File: src/rtl/mul_div_iter.sv
// Iterative multiply/divide unit for the EX stage: a shift-add multiplier and a
// restoring divider share one 2*WIDTH accumulator, with fixup of signs after the iterations.
module mul_div_iter #(
  parameter int WIDTH = 32,
  parameter int CNT_W = $clog2(WIDTH) + 1
) (
  input  logic             clk,
  input  logic             rst,
  input  logic             start,
  input  logic [1:0]       op,
  input  logic [WIDTH-1:0] src1,
  input  logic [WIDTH-1:0] src2,
  input  logic             cancel,
  output logic             stallreq,
  output logic             busy,
  output logic             out_valid,
  output logic [WIDTH-1:0] hi,
  output logic [WIDTH-1:0] lo
);

  localparam logic [1:0] IDLE = 2'd0;
  localparam logic [1:0] CALC = 2'd1;
  localparam logic [1:0] SIGN = 2'd2;
  localparam logic [1:0] DONE = 2'd3;

  logic [1:0]         state;
  logic [CNT_W-1:0]   cnt;
  logic               is_div;
  logic               neg_lo;     // negate product (mult) or quotient (div)
  logic               neg_hi;     // negate remainder (div only)
  logic [WIDTH-1:0]   opnd;       // multiplicand magnitude or divisor magnitude
  logic [2*WIDTH-1:0] acc;

  // Operand magnitudes and result signs taken at start
  logic             sgn1, sgn2;
  logic [WIDTH-1:0] mag1, mag2;

  assign sgn1 = ~op[0] & src1[WIDTH-1];
  assign sgn2 = ~op[0] & src2[WIDTH-1];
  assign mag1 = sgn1 ? -src1 : src1;
  assign mag2 = sgn2 ? -src2 : src2;

  // One iteration step for each datapath
  logic [WIDTH:0]     mul_sum;
  logic [2*WIDTH-1:0] mul_next;
  logic [WIDTH:0]     trial;
  logic [2*WIDTH-1:0] div_next;
  logic [2*WIDTH-1:0] step_next;
  logic [2*WIDTH-1:0] prod_neg;
  logic [WIDTH-1:0]   fin_hi, fin_lo;

  // NOTE: every always_comb output gets a value on every path (defaults first) so no latch is inferred.
  always_comb begin
    mul_sum   = {1'b0, acc[2*WIDTH-1:WIDTH]} + (acc[0] ? {1'b0, opnd} : '0);
    mul_next  = {mul_sum, acc[WIDTH-1:1]};
    // Restoring step: remainder shifted left with the next dividend bit, then trial-subtract
    trial     = acc[2*WIDTH-1:WIDTH-1] - {1'b0, opnd};
    div_next  = trial[WIDTH] ? {acc[2*WIDTH-2:0], 1'b0}
                             : {trial[WIDTH-1:0], acc[WIDTH-2:0], 1'b1};
    step_next = is_div ? div_next : mul_next;

    prod_neg = -acc;
    fin_hi   = acc[2*WIDTH-1:WIDTH];
    fin_lo   = acc[WIDTH-1:0];
    if (is_div) begin
      if (neg_hi) fin_hi = -acc[2*WIDTH-1:WIDTH];
      if (neg_lo) fin_lo = -acc[WIDTH-1:0];
    end else if (neg_lo) begin
      fin_hi = prod_neg[2*WIDTH-1:WIDTH];
      fin_lo = prod_neg[WIDTH-1:0];
    end
  end

  // NOTE: sequential state uses non-blocking assignments so all registers update together at the edge.
  always_ff @(posedge clk) begin
    if (!rst) begin
      state     <= IDLE;
      cnt       <= '0;
      is_div    <= 1'b0;
      neg_lo    <= 1'b0;
      neg_hi    <= 1'b0;
      opnd      <= '0;
      acc       <= '0;
      hi        <= '0;
      lo        <= '0;
      out_valid <= 1'b0;
    end else begin
      out_valid <= 1'b0;
      case (state)
        IDLE: begin
          if (start && !cancel) begin
            is_div <= op[1];
            neg_lo <= sgn1 ^ sgn2;
            neg_hi <= op[1] & sgn1;
            if (op[1] && (src2 == '0)) begin
              hi        <= src1;
              lo        <= '1;
              out_valid <= 1'b1;
              state     <= DONE;
            end else begin
              // Multiplier sits in the low half and shifts out; dividend shifts up into the remainder
              opnd  <= op[1] ? mag2 : mag1;
              acc   <= {{WIDTH{1'b0}}, (op[1] ? mag1 : mag2)};
              cnt   <= CNT_W'(WIDTH);
              state <= CALC;
            end
          end
        end
        CALC: begin
          if (cancel) begin
            state <= IDLE;
          end else begin
            acc <= step_next;
            cnt <= cnt - 1'b1;
            if (cnt == CNT_W'(1)) state <= SIGN;
          end
        end
        SIGN: begin
          if (cancel) begin
            state <= IDLE;
          end else begin
            hi        <= fin_hi;
            lo        <= fin_lo;
            out_valid <= 1'b1;
            state     <= DONE;
          end
        end
        default: state <= IDLE;
      endcase
    end
  end

  assign busy     = (state != IDLE);
  assign stallreq = ((state == IDLE) & start & ~cancel) | (state == CALC) | (state == SIGN);

endmodule

File: config.mk
export PLATFORM = sky130hd
export DESIGN_NAME = mul_div_iter
export DESIGN_NICKNAME = d
export VERILOG_FILES = /design/src/rtl/mul_div_iter.sv
export SDC_FILE = /design/constraint.sdc
export NUM_CORES = 1
export LEC_CHECK = 0
export CAP_MARGIN = 20
export CORE_UTILIZATION = 60
export CTS_BUF_LIST = sky130_fd_sc_hd__clkbuf_8 sky130_fd_sc_hd__clkbuf_16
export DETAILED_ROUTE_END_ITERATION = 10
export PLACE_DENSITY_LB_ADDON = 0.05
export SYNTH_ARGS = -nofsm -noshare
export SYNTH_HDL_FRONTEND = slang
export SYNTH_SLANG_ARGS = --single-unit
File: constraint.sdc
create_clock -name clk -period 10.1 [get_ports clk]
set_clock_uncertainty 0.2 [all_clocks]
set_input_delay 1.515 -clock clk [delete_from_list [all_inputs] [get_ports clk]]
set_output_delay 1.515 -clock clk [all_outputs]
set_load 0.02 [all_outputs]
==> impl_metrics.yaml <==
status:
  status: "finished, final reports clean"
detailed_routing:
  first_pass_iters: 6
  wl_per_cell_um: 21.54
  drt_iter0_markers: 1622
  drc: 0
  ant_nets: 0
  drt_wl_total_um: 50360
  vias: 15280
  avgViaCountPerCell: 6.537
floorplan:
  die_area_um2: 24490
  core_um2: 23470
  ios: 137
  chipWidth_um: 156.5
  die_h_um: 156.5
  initial_core_util_pct: 61.01
  std_cell_rows: 56
setup_path:
  cpPeakStageDelay_ps: 730
  crit_family: "simple AND/OR/NAND/NOR gates"
  cp_max_fo: 57
  reg2reg_to: "acc[46]"
  r2r-start: "acc[31]"
  cp-end-kind: "flip-flop"
  worstPathRequired_ps: 10240
  cp-start-kind: "input pin"
  path_class: "in -> reg"
  r2r_slack_ps: 5250
  cp_num_buf_inv: 2
  crit_chain: "clkdlybuf4s50_1 -> or4_4 -> or3_4 -> nor3_4 -> and4_1 -> a21oi_4 -> buf_4 -> nand2_1 -> o21ai_0 -> and2_1"
  r2r_cells: 13
  crit_arrival_ps: 5190
  slowest_stage: "nand2_1"
sta:
  hold_viol: 0
  fmax_mhz: 198.0
  slew_viol_final: 0
  timing.final.crit_share_pct: 50.00
  min_period_ps: 5050
  slew_headroom_pct: 30.31
  rsz0062_at_grt: "false"
  setup_viol: 0
  whs_ps: 261.8
  tns_ps: 0
  worstMarginPinSlew_ps: 1044
synthesis:
  synth-async-reset-ratio_pct: 0
  synth_mux_area_share_pct: 4.142
  syn_area_um2: 14320
  post_synth_inst_count: 1964
  ys_warn_count: 0
  synth_compound_area_share_pct: 29.03
  synth_top_family_by_area: "compound AO/OA/AOI/OAI gates"
  synthDistinctLibCells: 86
  synth_fa_ha_area_share_pct: 6.396
  synth_simple_gate_area_share_pct: 20.41
  synth_edf_count: 0
  synth-seq-cells: 172
  synth-xor-area-share_pct: 10.63
  synthesis.nets: 2106
  ys_seq_area_share_pct: 24.05
  synthFlopType: "dfxtp_1"
  syn_avg_cell_area_um2: 7.291
worst_hold_path:
  hold_start: "hi[23]"
  hp-class: "reg -> reg"
  hold_depth: 2
  min_to: "hi[23]"
cts:
  clockBufferDepth: 2
  cts.repair.resized: 0
  hold_buffers: 0
  cts_setup_buffers: 0
  cts_buffers: 17
  cts_tree: "done"
  clkTransAtPathRegs_ps: 80
  clk-insertion-delay-late_ps: 450
  clock-root-buffer: "clkbuf_16"
  htreeDepth: 4
  clkSinkCount: 172
placed_design:
  post-dp-hpwl_um: 38380
  globalplace.congestion: 1.050
  io_buffers: 136
  dp.cells: 2305
layout:
  syn_to_final_growth_pct: 14.23
  layout_common_cells: "237 x nor2_1, 225 x a21oi_1, 177 x o21ai_0"
  multi_input_comb_area_um2: 10170
  instances_no_fill: 2338
  nFillCells: 1994
  post-route-util_pct: 69.69
  final_common_cell: "nor2_1"
  register_area_um2: 3445
  nets: 2147
  drive_gt1_share_pct: 5.699
run:
  cap_violations: 0
pwr:
  power_density_nw_per_um2: 119.2
  peakVddDrop_v: 0.0001098
  p_leak_uw: 0.006348
global_route:
  grt_pass1_wl_um: 77670
  grt_usage_pct: 41.10
  grt_overflow: 0
  grt_max_degree: 85
  grt_pass1_vias: 13960
  antenna_found_initial: 0
-- how the worst max path moves through the flow --
stage,startpoint,to,cells after the start,slack (ps)
after floorplan,src2[6],opnd[25],11,6010
after global placement,src2[6],opnd[1],10,4760
final,src2[6],opnd[16],10,5050
after CTS,src2[6],opnd[17],10,5100
after detailed placement,src2[6],opnd[17],10,4650
after global routing,src2[6],opnd[25],11,4880
-- cells in the mapped netlist (all sizes together), types with 4 or more instances --
cell type / n / area (µm²)
o221a: 12 / 135.1
clkbuf: 116 / 437.9
inv: 62 / 232.7
nor3b: 5 / 37.54
mux2i: 48 / 480.5
nor4: 13 / 81.33
a211oi: 35 / 262.8
or2: 4 / 25.03
ha: 70 / 875.8
mux2: 10 / 112.6
nand3: 45 / 225.2
o21bai: 4 / 30.03
o21a: 13 / 105.1
nand2b: 16 / 100.1
nor4b: 4 / 50.05
o221ai: 5 / 43.79
nand3b: 4 / 30.03
a311oi: 4 / 35.03
a21oi: 228 / 1141
a22oi: 23 / 172.7
o211ai: 25 / 187.7
or4: 13 / 116.4
nand2: 143 / 544.3
nor2b: 17 / 106.4
xor2: 78 / 690.7
buf: 18 / 91.33
a21o: 29 / 217.7
nand4: 13 / 87.58
o41ai: 12 / 112.6
dfxtp: 172 / 3443
o22ai: 21 / 145.1
a31oi: 22 / 143.9
nor3: 50 / 266.5
nor2: 243 / 927.1
xnor2: 95 / 832.1
o21ai: 183 / 923.4
or3: 12 / 80.08
and2: 22 / 137.6
a221oi: 4 / 35.03
and3: 10 / 62.56
o31a: 4 / 35.03
o31ai: 21 / 171.4
-- state kept, by name (all words and copies together) (netlist names) --
name	count
state	2
cnt	6
lo	32
is_div	1
opnd	32
acc	64
out_valid	1
neg_hi	1
hi	32
neg_lo	1
-- where the power goes --
part | internal [µW] | leakage, µW | switching [µW] | total, µW
registers | 704 | 0.00140 | 37.3 | 742
clock network | 339 | 0.000297 | 349 | 688
logic | 196 | 0.00465 | 324 | 520
total | 1240 | 0.00635 | 711 | 1950
-- kinds of logic after synthesis --
logic type      Yosys count
buf+inv                 197
fa+ha+maj                72
compound gates          673
xor+xnor                173
mux                      58
simple gates            619
flops                   172
-- layout make-up --
type / instances / share of cell area [%]
Tap cell: 319 / 2.440
Inverter: 63 / 1.446
Multi-Input combinational cell: 1595 / 62.15
Clock buffer: 17 / 2.601
Timing Repair Buffer: 156 / 9.179
Antenna cell: 1 / 0.01530
Clock inverter: 15 / 1.109
Sequential cell: 172 / 21.06
-- worst register-to-register path, cell delays in order (launching register included) --
cell	delay [ps]
dfxtp_1	520
inv_1	150
ha_1	260
fa_1	410
nor2b_1	240
o31ai_1	130
a31oi_1	450
o21ai_1	200
a311oi_1	760
o31ai_4	230
xor2_4	160
buf_4	490
o21ai_0	220
a221o_1	360
-- through the flow --
stage / total power [µW] / setup slack (ps) / instance area, µm²
after floorplan: 1090 / 6009 / 14320
after global placement: 1250 / 4762 / 15750
after detailed placement: 1258 / 4650 / 15750
after CTS: 1930 / 5098 / 16360
after global routing: 2019 / 4882 / 16360
final: 1950 / 5050 / 16360
-- per-layer routing --
| metal | global-route usage, % | wire [µm] | vias to the layer above |
|---|---|---|---|
| met2 | 67.86 | 23300 | 806 |
| met4 | 24.09 | 2976 | 0 |
| met3 | 7.948 | 4604 | 166 |
| li1 | - | - | 7163 |
| met1 | 49.67 | 19480 | 7148 |
| met5 | 0 | 0 | - |
(Power assumes the default switching activity.)
